### src/rtl/cpu_run_monitor.sv
// cpu_run_monitor: run sequencer and result checker for the accumulator CPU.
// Pulses CPU reset, counts cycles/fetches, flags halt, timeout and livelock.
module cpu_run_monitor #(
  parameter int PC_WIDTH     = 5,
  parameter int AC_WIDTH     = 8,
  parameter int RST_CYCLES   = 2,
  parameter int MAX_CYCLES   = 1000,
  parameter int STALL_CYCLES = 16,
  parameter int CNT_WIDTH    = 16
) (
  input  logic                 clk,
  input  logic                 rst,
  input  logic                 start,
  input  logic                 halt,
  input  logic                 ld_ir,
  input  logic [PC_WIDTH-1:0]  pc,
  input  logic [AC_WIDTH-1:0]  acc,
  input  logic [AC_WIDTH-1:0]  exp_acc,
  input  logic [PC_WIDTH-1:0]  exp_pc,
  output logic                 cpu_rst,
  output logic                 busy,
  output logic                 done,
  output logic                 pass,
  output logic [1:0]           err_code,
  output logic [CNT_WIDTH-1:0] cycles,
  output logic [CNT_WIDTH-1:0] instrs,
  output logic [AC_WIDTH-1:0]  final_acc
);

  localparam int RW = (RST_CYCLES > 1) ? $clog2(RST_CYCLES) : 1;
  localparam int SW = (STALL_CYCLES > 1) ? $clog2(STALL_CYCLES) : 1;

  localparam logic [RW-1:0] RST_LD = RW'(RST_CYCLES - 1);
  localparam logic [SW-1:0] STALL_LIM = SW'(STALL_CYCLES - 1);
  localparam logic [CNT_WIDTH-1:0] CYC_LIM = CNT_WIDTH'(MAX_CYCLES - 1);

  typedef enum logic [1:0] {
    IDLE,
    RESET,
    RUN,
    DONE
  } state_t;

  state_t state, state_nx;

  logic [RW-1:0]       rcnt;
  logic [SW-1:0]       stall;
  logic [PC_WIDTH-1:0] prev_pc;
  logic [AC_WIDTH-1:0] xacc;
  logic [PC_WIDTH-1:0] xpc;
  logic                hit;
  logic [1:0]          code;

  assign cpu_rst = (state != RUN);
  assign busy    = (state == RESET) || (state == RUN);
  assign done    = (state == DONE);

  // Run-end detection; halt outranks timeout, timeout outranks livelock.
  always_comb begin
    hit  = 1'b0;
    code = 2'd0;
    if (halt) begin
      hit  = 1'b1;
      code = ((acc == xacc) && (pc == xpc)) ? 2'd0 : 2'd1;
    end else if (cycles == CYC_LIM) begin
      hit  = 1'b1;
      code = 2'd2;
    end else if (stall == STALL_LIM) begin
      hit  = 1'b1;
      code = 2'd3;
    end
  end

  // Next-state: start only honoured from IDLE or DONE.
  always_comb begin
    state_nx = state;
    unique case (state)
      IDLE:    if (start) state_nx = RESET;
      RESET:   if (rcnt == '0) state_nx = RUN;
      RUN:     if (hit) state_nx = DONE;
      DONE:    if (start) state_nx = RESET;
      default: state_nx = IDLE;
    endcase
  end

  // State register.
  always_ff @(posedge clk or negedge rst) begin
    if (!rst) state <= IDLE;
    else      state <= state_nx;
  end

  // Counters, expected values and captured results.
  always_ff @(posedge clk or negedge rst) begin
    if (!rst) begin
      rcnt      <= '0;
      stall     <= '0;
      prev_pc   <= '0;
      xacc      <= '0;
      xpc       <= '0;
      cycles    <= '0;
      instrs    <= '0;
      err_code  <= '0;
      pass      <= 1'b0;
      final_acc <= '0;
    end else begin
      unique case (state)
        IDLE, DONE: begin
          if (start) begin
            xacc      <= exp_acc;
            xpc       <= exp_pc;
            cycles    <= '0;
            instrs    <= '0;
            err_code  <= '0;
            pass      <= 1'b0;
            final_acc <= '0;
            stall     <= '0;
            rcnt      <= RST_LD;
          end
        end
        RESET: begin
          if (rcnt != '0) begin
            rcnt <= rcnt - 1'b1;
          end else begin
            prev_pc <= pc;
            stall   <= '0;
          end
        end
        RUN: begin
          if (!(&cycles)) cycles <= cycles + 1'b1;
          if (ld_ir && !(&instrs)) instrs <= instrs + 1'b1;
          prev_pc <= pc;
          stall   <= (pc != prev_pc) ? '0 : stall + 1'b1;
          if (hit) begin
            final_acc <= acc;
            err_code  <= code;
            pass      <= (code == 2'd0);
          end
        end
        default: ;
      endcase
    end
  end

endmodule

### config.mk
export PLATFORM = sky130hd
export DESIGN_NAME = cpu_run_monitor
export DESIGN_NICKNAME = d
export VERILOG_FILES = /design/src/rtl/cpu_run_monitor.sv
export SDC_FILE = /design/constraint.sdc
export NUM_CORES = 1
export LEC_CHECK = 0
export BUFFER_PORTS_ARGS = -buffer_cell sky130_fd_sc_hd__clkbuf_2
export CAP_MARGIN = 20
export CORE_ASPECT_RATIO = 1.75
export CORE_MARGIN = 3
export CORE_UTILIZATION = 59
export CTS_BUF_LIST = sky130_fd_sc_hd__clkbuf_16
export CTS_CLUSTER_DIAMETER = 120
export DETAILED_ROUTE_END_ITERATION = 16
export PLACE_DENSITY = 0.89
export SLEW_MARGIN = 40
export SYNTH_ARGS = -nofsm -noshare
export SYNTH_HDL_FRONTEND = slang
export SYNTH_SLANG_ARGS = --single-unit
### constraint.sdc
create_clock -name clk -period 3 [get_ports clk]
set_input_delay 0.15 -clock clk [delete_from_list [all_inputs] [get_ports clk]]
set_output_delay 0.15 -clock clk [all_outputs]
set_load 0.01 [all_outputs]
**After elaboration in Yosys (flattened, before gate mapping)**

Cells that the tools add are included.

- Muxes and demuxes: 34
- Equality and inequality tests: 14
- Reduce and logical (&&, ||, !) cells: 20
- Add/sub/neg operators: 4

Operator list:

| kind | number |
|---|---|
| case mux 16 bit (2 select lines) | 2 |
| 2-to-1 mux 16 bit | 3 |
| adder 16 x 1 -> 16 bit, second input constant | 2 |
| AND reduction 16 bit | 2 |
| equality test 16 x 10 -> 1 bit, second input constant | 1 |
| 2-to-1 mux 2 bit | 8 |
| 2-to-1 mux 8 bit | 2 |
| case mux 8 bit (2 select lines) | 1 |
| 2-to-1 mux 4 bit | 3 |
| case mux 4 bit (3 select lines) | 1 |
| AND reduction 3 bit | 4 |
| case mux 5 bit (2 select lines) | 1 |
| equality test 8 bit | 1 |
| 2-to-1 mux 1 bit | 8 |
| != test 2 bit, second input constant | 4 |
| AND reduction 2 bit | 4 |
| case mux 2 bit (3 select lines) | 1 |
| nonzero test 2 bit | 3 |
| equality test 5 bit | 1 |
| 2-to-1 mux 5 bit | 1 |
| != test 5 bit | 1 |
| adder 4 x 1 -> 4 bit, second input constant | 1 |
| equality test 2 bit, second input constant | 2 |
| equality test 4 bit, second input constant | 1 |
| 10 further kinds | 14 |

- Register bits: 68
- Output and inout bits: 46
- Input port bits: 31

**Logic depth before layout (Yosys ltp)**

Gate-level depths: netlist of the first run.

- Depth after elaboration: 7
- Gate-level depth with buffers: 9

**Least setup slack after synthesis of the first run**

OpenSTA, ideal clock, no wires.

- Path kind: reg-to-reg
- Start: reg state[0]
- End: reg cycles[7]
- Data arrival time: 1.926 ns
- Setup slack: 1.005 ns
- Required time: 2.931 ns
- Period minus slack after synthesis: 1.995 ns
- Cell stages (with the launch flop): 9
- Path through: dfrtp_1 inv_1 ha_1 buf_2 nand2_1 nand2_2 o21ai_1 or4_1 nand3_1

- Cells in the longest elaborated chain, start to end: 4
- Elaborated cells between the ends (all ways): 9

RTL lines:

| element | line | source |
|---|---|---|
| from (decl) | 44 | `state_t state, state_nx;` |
| from (signal assigned) | 89 | `else state <= state_nx;` |
| equality test 2 bit / logical NOT 2 bit (equally long branches) | 106 | `unique case (state)` |
| OR reduction 2 bit (no line) | -- |  |
| != test 2 x 1 -> 1 bit (no line) / nonzero test 2 bit (equally long branches) | -- |  |
| AND reduction 3 bit (no line) | -- |  |
| to (signal assigned) | 129 | `if (!(&cycles)) cycles <= cycles + 1'b1;` |
| to (decl) | 25 | `output logic [CNT_WIDTH-1:0] cycles,` |

Several ways; a longest one is shown, not always the timed one.
A chain may end at the register's enable or synchronous reset.

**Worst setup path after layout of the first run**

- Start: reg state[0]
- End: reg cycles[8]

The elaborated chain is that of the path after synthesis.

==> flow_metrics.env, run 1 <==
export IMPL_clkLatencyLatePin_ps=340
export IMPL_drt_first_pass_iters=5
export IMPL_core_region_area_sq_um=6018
export IMPL_synth_sequential_area_ratio_pct=45.17
export IMPL_largest_cells_by_area_after_synthesis="sky130_fd_sc_hd__dfrtp_1, sky130_fd_sc_hd__mux2_2, sky130_fd_sc_hd__nand3_1"
export IMPL_finalSetupViolCount=0
export IMPL_max_slew_margin_pct=45.39
export IMPL_p_int_w=0.002391
export IMPL_largest_area_contributor_in_the_netlist="sky130_fd_sc_hd__dfrtp_1"
export IMPL_synth_cells=379
export IMPL_synth_top_family_by_area="simple AND/OR/NAND/NOR gates"
export IMPL_synth_top_area_share_pct=45.17
export IMPL_antenna_found_initial=0
export IMPL_vias=3415
export IMPL_drv_slew=0
export IMPL_worst_slew_pin_transition_ps=813.7
export IMPL_timing_worst_setup_path_type="reg -> reg"
export IMPL_post_route_util_pct=75.47
export IMPL_worstHoldPathType="in -> reg"
export IMPL_synth_compound_area_share_pct=13.88
export IMPL_hold_slack_ps=53.35
export IMPL_cts_root_buffer="sky130_fd_sc_hd__clkbuf_16"
export IMPL_worstPathCellList="inv_1 > ha_1 > nand2b_1 > nand2_2 > o21ai_1 > or4_1 > nand3_1"
export IMPL_number_of_remaining_drc_errors=0
export IMPL_globalRoute_totalOverflow=0
export IMPL_worst_setup_sp="state[0]"
export IMPL_critical_path_max_stage_delay_ps=570
export IMPL_wire_length_of_the_first_global_routing_pass_mm=16.17
export IMPL_floorplan_die_height_um=111.7
export IMPL_synth_adder_area_share_pct=2.325
export IMPL_combinationalPowerShare_pct=39.3
export IMPL_gp_congestion=0.9671
export IMPL_yosysUniqueCellTypes=57
export IMPL_first_global_vias=3386
export IMPL_finalHoldViolations=0
export IMPL_outcome="complete, no violations"
export IMPL_die_w_um=66.41
export IMPL_synth_nets=417
export IMPL_power_density_nw_per_um2=853.3
export IMPL_clk_pin_slew_worst_paths_ps=50
export IMPL_numClockSinks=68
export IMPL_finalCritPeriodShare_pct=80.15
export IMPL_synthesis_area_per_instance_sq_um=9.940
export IMPL_std_cell_rows=37
export IMPL_placed_area_sq_um=4258
export IMPL_buffer_ports_inserted=76
export IMPL_final_layout_size_suffix_gt1_share_pct=27.53
export IMPL_final_nets=499
export IMPL_route_final_wire_length_mm=9.809
export IMPL_cts_tree="yes"
export IMPL_max_vdd_ir_drop_mv=0.6330
export IMPL_sequential_cell_fraction_of_total_power_pct=35.2
export IMPL_antennaDiodeCount=0
export IMPL_power_switching_fraction_pct=38.31
export IMPL_postRouteAntennaNets=0
export IMPL_cts_htree_levels=3
export IMPL_hold_path_startpoint="exp_acc[4]"
export IMPL_floorplan_io_pins=77
export IMPL_finalInstanceArea_sq_um=4542
export IMPL_grt_start_max_net_pins=69
export IMPL_number_of_max_capacitance_violations_reported=0
export IMPL_layout_filler_cells=440
export IMPL_grtUsageTotal_pct=28.57
export IMPL_timing_critical_path_required_ps=3260
export IMPL_cts_buffers=9
export IMPL_finalClockSkew_ps=9.095
export IMPL_post_synth_mux_area_share_pct=7.240
export IMPL_detailedRoute_firstIterationViolations=569
export IMPL_dieArea_sq_um=7418
export IMPL_postSynth_topFlopCell="sky130_fd_sc_hd__dfrtp_1"
export IMPL_final_period_minus_worst_setup_slack_ps=2405
export IMPL_timing_rr_start="state[0]"
export IMPL_synthesized_area_sq_um=3767
export IMPL_rsz0062_at_grt="false"
export IMPL_synthSimpleGateAreaFrac_pct=24.44
export IMPL_critPathSlowestCell="sky130_fd_sc_hd__or4_1"
export IMPL_place_detailed_instances=527
export IMPL_synth_edf_count=0
export IMPL_share_clk_of_total_power_pct=25.5
export IMPL_clk_path_buf_depth=2
export IMPL_number_of_synthesized_register_bits=68
export IMPL_vias_per_cell=6.289
export IMPL_cts_resized=0
export IMPL_yosys_warnings=0
export IMPL_yosys_area_share_xor_xnor_pct=4.650
export IMPL_place_detailed_hpwl_mm=7.169
export IMPL_power_net_switching_w=0.001485
export IMPL_crit_fanout=12
export IMPL_setup_tns_final_ps=0
export IMPL_critical_path_endpoint_type="register"
export IMPL_area_delta_synth_final_pct=20.56
export IMPL_floorplan_initialDensity_pct=62.60
export IMPL_routedWlPerCell_um=18.06
export IMPL_timing_critical_path_from_type="register"
export IMPL_max_clock_freq_mhz=415.9
export IMPL_final_instance_count_excl_fill=543
export IMPL_static_leakage_power_nw=2.075
export IMPL_async_set_reset_flop_share_out_of_synthesis_pct=100.0
export IMPL_cp_arrival_ps=2670
## power groups by stage
stage | combinational (W) | clock, W | sequential (W)
floorplan | 0.00103 | 0 | 0.00134
global placement | 0.00144 | 0 | 0.00134
detailed placement | 0.00151 | 0 | 0.00137
CTS | 0.00152 | 0.000999 | 0.00135
global route | 0.00165 | 0.00105 | 0.00139
finish | 0.00152 | 0.000987 | 0.00136
## path summary, 6_finish.rpt
check | endpoint | slack, ps | depth (start not counted)
hold reg to reg | pass | 480 | 2
hold / removal | xacc[4] | 50 | 2
setup / recovery | cycles[8] | 600 | 7
min in group asynchronous | cycles[4] | 340 | 3
max in group asynchronous | instrs[13] | 2340 | 3
setup reg to reg | cycles[8] | 600 | 7
## cells in the mapped netlist, types with 4 or more instances
| cell | n |
|---|---|
| sky130_fd_sc_hd__ha_1 | 7 |
| sky130_fd_sc_hd__mux2_2 | 18 |
| sky130_fd_sc_hd__nor2_1 | 14 |
| sky130_fd_sc_hd__o211ai_1 | 6 |
| sky130_fd_sc_hd__nor4_1 | 7 |
| sky130_fd_sc_hd__nand3_1 | 32 |
| sky130_fd_sc_hd__nand2b_1 | 6 |
| sky130_fd_sc_hd__a21o_1 | 4 |
| sky130_fd_sc_hd__xnor2_1 | 10 |
| sky130_fd_sc_hd__a22o_1 | 8 |
| sky130_fd_sc_hd__and2_1 | 4 |
| sky130_fd_sc_hd__and4_1 | 5 |
| sky130_fd_sc_hd__xor2_1 | 10 |
| sky130_fd_sc_hd__dfrtp_1 | 68 |
| sky130_fd_sc_hd__nor3_1 | 7 |
| sky130_fd_sc_hd__inv_1 | 8 |
| sky130_fd_sc_hd__o21ai_0 | 16 |
| sky130_fd_sc_hd__mux2i_1 | 7 |
| sky130_fd_sc_hd__a21oi_1 | 9 |
| sky130_fd_sc_hd__nand4_1 | 18 |
| sky130_fd_sc_hd__or3_1 | 5 |
| sky130_fd_sc_hd__or4_1 | 9 |
| sky130_fd_sc_hd__clkbuf_1 | 10 |
| sky130_fd_sc_hd__nand2_1 | 42 |
## critical path, delay by kind of cell (launching register included)
kind / cells / cell delay [ps]
AOI/OAI and AO/OA: 1 / 330
adders and majority gates: 1 / 430
buffers and inverters: 1 / 80
DFF: 1 / 390
and+or+nand+nor: 4 / 1100
## placed cells by master (no fill, tap or decap), drive strengths merged, types with 2 or more instances in the layout
cell	n
clkbuf	84
dfrtp	68
nand2	43
nand3	32
o21ai	20
nand4	18
mux2	18
nor2	17
inv	10
xor2	10
xnor2	10
or4	10
a21oi	9
a22o	9
nor4	8
nor3	8
buf	8
mux2i	7
ha	7
o211ai	7
nand2b	6
or3	5
and4	5
and2	5
a21o	5
clkinv	4
and3	3
a31oi	3
a31o	2
a211oi	2
nand4b	2
a211o	2
o221ai	2
or2	2
a32o	2
o41ai	2
## state kept, by name, indices dropped and copies added (netlist names)
name	cells
cycles	16
err_code	2
final_acc	8
instrs	16
pass	1
prev_pc	5
rcnt	1
stall	4
state	2
xacc	8
xpc	5
## per-stage QoR
stage / setup slack (ps) / power [W]
finish: 595.4 / 0.003876
global route: 402.6 / 0.004088
CTS: 628.5 / 0.003872
detailed placement: 626.6 / 0.002874
global placement: 746.9 / 0.002785
floorplan: 1005 / 0.002371
## layout make-up
class	instances	area, sq um	area share, %
Clock inverter	6	48.80	1.074
Inverter	9	33.78	0.7438
Multi-Input combinational cell	289	1979	43.58
Clock buffer	9	225.2	4.959
Sequential cell	68	1702	37.47
Tap cell	78	97.59	2.149
Timing Repair Buffer	84	455.4	10.03
## layer usage
layer  GRT usage [%]  part of all wire [%]  up-vias  wire length (um)
li1                -                     -     1592                 -
met1           31.78                    35     1655              3458
met2           49.97                    56      142              5515
met3           6.862                   5.7       26               559
met4           12.75                   2.8        0               276
met5               0                     0        -                 0
## cell families after synthesis
kind of cell | after synthesis
buffers and inverters | 22
AO/OA/AOI/OAI | 72
XOR/XNOR | 20
multiplexers | 25
flip-flops | 68
AND/OR/NAND/NOR | 165
adder cells (fa/ha/maj) | 7
## timing repair
action,in CTS,in global routing
buffers inserted,0,0
endpoints found under the hold margin,68,0
hold buffers,1,0
(Power assumes the default switching activity.)
==> run 2: changes to the inputs <==
--- a/config.mk
+++ b/config.mk
@@ -9,11 +9,11 @@
 export CAP_MARGIN = 20
 export CORE_ASPECT_RATIO = 1.75
 export CORE_MARGIN = 3
-export CORE_UTILIZATION = 59
+export CORE_UTILIZATION = 50
 export CTS_BUF_LIST = sky130_fd_sc_hd__clkbuf_16
 export CTS_CLUSTER_DIAMETER = 120
 export DETAILED_ROUTE_END_ITERATION = 16
-export PLACE_DENSITY = 0.89
+export PLACE_DENSITY = 0.81
 export SLEW_MARGIN = 40
 export SYNTH_ARGS = -nofsm -noshare
 export SYNTH_HDL_FRONTEND = slang
==> constraint.sdc (replaced) <==
create_clock -name clk -period 2.05 [get_ports clk]
set_input_delay 0.1025 -clock clk [delete_from_list [all_inputs] [get_ports clk]]
set_output_delay 0.1025 -clock clk [all_outputs]
set_load 0.01 [all_outputs]
==> flow_metrics.env, run 2 (synthesis gave the netlist of run 1 again) <==
export IMPL_core_region_area_sq_um=7284
export IMPL_antennaDiodeCount=0
export IMPL_postRouteAntennaNets=0
export IMPL_timing_critical_path_required_ps=2310
export IMPL_static_leakage_power_nw=2.277
export IMPL_mostFrequentLayoutCell="sky130_fd_sc_hd__clkbuf_2"
export IMPL_clkLatencyLatePin_ps=340
export IMPL_wire_length_of_the_first_global_routing_pass_mm=16.79
export IMPL_sequential_cell_fraction_of_total_power_pct=31.4
export IMPL_preCtsSetupSlack_ps=42.54
export IMPL_worst_slew_pin_transition_ps=582.2
export IMPL_floorplan_initialDensity_pct=51.72
export IMPL_area_delta_synth_final_pct=31.32
export IMPL_combinationalPowerShare_pct=41.4
export IMPL_finalClockSkew_ps=7.516
export IMPL_vias_per_cell=6.027
export IMPL_finalWorstSetupSlack_ps=87.16
export IMPL_hold_path_depth=2
export IMPL_cts_htree_levels=3
export IMPL_number_of_remaining_drc_errors=0
export IMPL_drt_first_pass_iters=5
export IMPL_numClockSinks=68
export IMPL_timing_worst_setup_path_type="reg -> reg"
export IMPL_cts_buffers=9
export IMPL_clk_path_buf_depth=2
export IMPL_finalSetupViolCount=0
export IMPL_drv_slew=0
export IMPL_cts_tree="yes"
export IMPL_max_slew_margin_pct=61.19
export IMPL_dieArea_sq_um=8653
export IMPL_worstRegToRegCells=6
export IMPL_max_vdd_ir_drop_mv=0.9443
export IMPL_grt_start_max_net_pins=26
export IMPL_power_switching_fraction_pct=36.97
export IMPL_grtUsageTotal_pct=24.88
export IMPL_vias=3568
export IMPL_finalHoldViolations=0
export IMPL_reg_largest_list="cycles x16, instrs x16"
export IMPL_final_nets=539
export IMPL_crit_fanout=5
export IMPL_antenna_found_initial=0
export IMPL_share_clk_of_total_power_pct=27.2
export IMPL_timing_critical_path_from_type="register"
export IMPL_gp_congestion=0.9628
export IMPL_place_detailed_hpwl_mm=7.448
export IMPL_critical_path_endpoint_type="register"
export IMPL_setup_tns_final_ps=0
export IMPL_layout_filler_cells=564
export IMPL_globalRoute_totalOverflow=0
export IMPL_clk_pin_slew_worst_paths_ps=60
export IMPL_worstHoldPathType="in -> reg"
export IMPL_layout_common_cells="sky130_fd_sc_hd__clkbuf_2, sky130_fd_sc_hd__dfrtp_1, sky130_fd_sc_hd__nand2_1, sky130_fd_sc_hd__buf_4, sky130_fd_sc_hd__nand3_1"
export IMPL_die_w_um=71.62
export IMPL_final_layout_size_suffix_gt1_share_pct=33.20
export IMPL_floorplan_io_pins=77
export IMPL_floorplan_die_height_um=120.8
export IMPL_buffer_ports_inserted=76
export IMPL_final_period_minus_worst_setup_slack_ps=1963
export IMPL_p_int_w=0.003911
export IMPL_routedWlPerCell_um=17.43
export IMPL_power_net_switching_w=0.002294
export IMPL_rsz0062_at_grt="false"
export IMPL_route_final_wire_length_mm=10.32
export IMPL_hold_slack_ps=5.483
export IMPL_finalCritPeriodShare_pct=95.75
export IMPL_first_global_vias=3586
export IMPL_detailedRoute_firstIterationViolations=373
export IMPL_cts_root_buffer="sky130_fd_sc_hd__clkbuf_16"
export IMPL_power_density_nw_per_um2=1254
export IMPL_std_cell_rows=41
export IMPL_cp_arrival_ps=2220
export IMPL_max_clock_freq_mhz=509.5
export IMPL_outcome="complete, no violations"
export IMPL_number_of_max_capacitance_violations_reported=0
==> run 2: cell count changes in the layout (fill, tap and decap cells not counted), sizes merged <==
| cell | change |
|---|---|
| clkinv | +1 |
| bufinv | +1 |
| dlygate4sd3 | +12 |
| buf | +28 |
| inv | -1 |
==> run 2: repair_timing <==
action,in CTS,in global routing
endpoints found under the setup margin,0,25
hold endpoints to repair,35,0
setup buffers,0,2
gates resized for setup,0,7
hold buffers,13,0
==> run 2: cell type report <==
class	instances	area [sq um]	share of cell area, %
Tap cell	86	107.6	2.175
Multi-Input combinational cell	289	2004	40.52
Sequential cell	68	1703	34.42
Timing Repair Buffer	124	773.2	15.63
Clock inverter	7	100.1	2.023
Inverter	9	33.78	0.6829
Clock buffer	9	225.2	4.552
==> run 2: worst max-delay path: stages (launching register included) <==
cell and delay [ps]:
sky130_fd_sc_hd__dfrtp_1 430, sky130_fd_sc_hd__or4_4 550, sky130_fd_sc_hd__nor4_4 250, sky130_fd_sc_hd__buf_4 210, sky130_fd_sc_hd__nor2_4 70, sky130_fd_sc_hd__nor2_4 140
sky130_fd_sc_hd__mux2i_1 210
==> run 2: through the flow <==
step	instances	area, sq um	util, %	power (W)
CTS	590	4906	67.35	0.006172
detailed placement	561	4451	61.10	0.004457
finish	592	4947	67.91	0.006205
floorplan	379	3767	-	0.003469
global route	592	4947	67.91	0.006527
global placement	561	4451	61.10	0.004347
==> run 2: final timing paths <==
check | endpoint | start | slack, ps
max | state[0] | cycles[13] | 90
min | final_acc[0] | acc[0] | 5
max reg2reg | state[0] | cycles[13] | 90
min reg2reg | pass | pass | 480
max in group asynchronous | instrs[3] | rst | 1010
min in group asynchronous | cycles[4] | rst | 290
==> run 2: routing by layer <==
metal	global-route usage, %	part of all wire (%)	wire length, um
met1	27.52	37	3854
met2	43.49	53	5494
met3	5.907	5.5	563
met4	12.47	4.0	408
met5	0	0	0
==> run 2: power by group through the flow <==
stage | logic [W] | clock network (W) | registers (W)
4_1_cts | 0.00253 | 0.00171 | 0.00194
3_5_place_dp | 0.00250 | 0 | 0.00196
2_1_floorplan | 0.00150 | 0 | 0.00197
5_1_grt | 0.00279 | 0.00175 | 0.00199
3_3_place_gp | 0.00241 | 0 | 0.00194
6_report | 0.00257 | 0.00169 | 0.00195
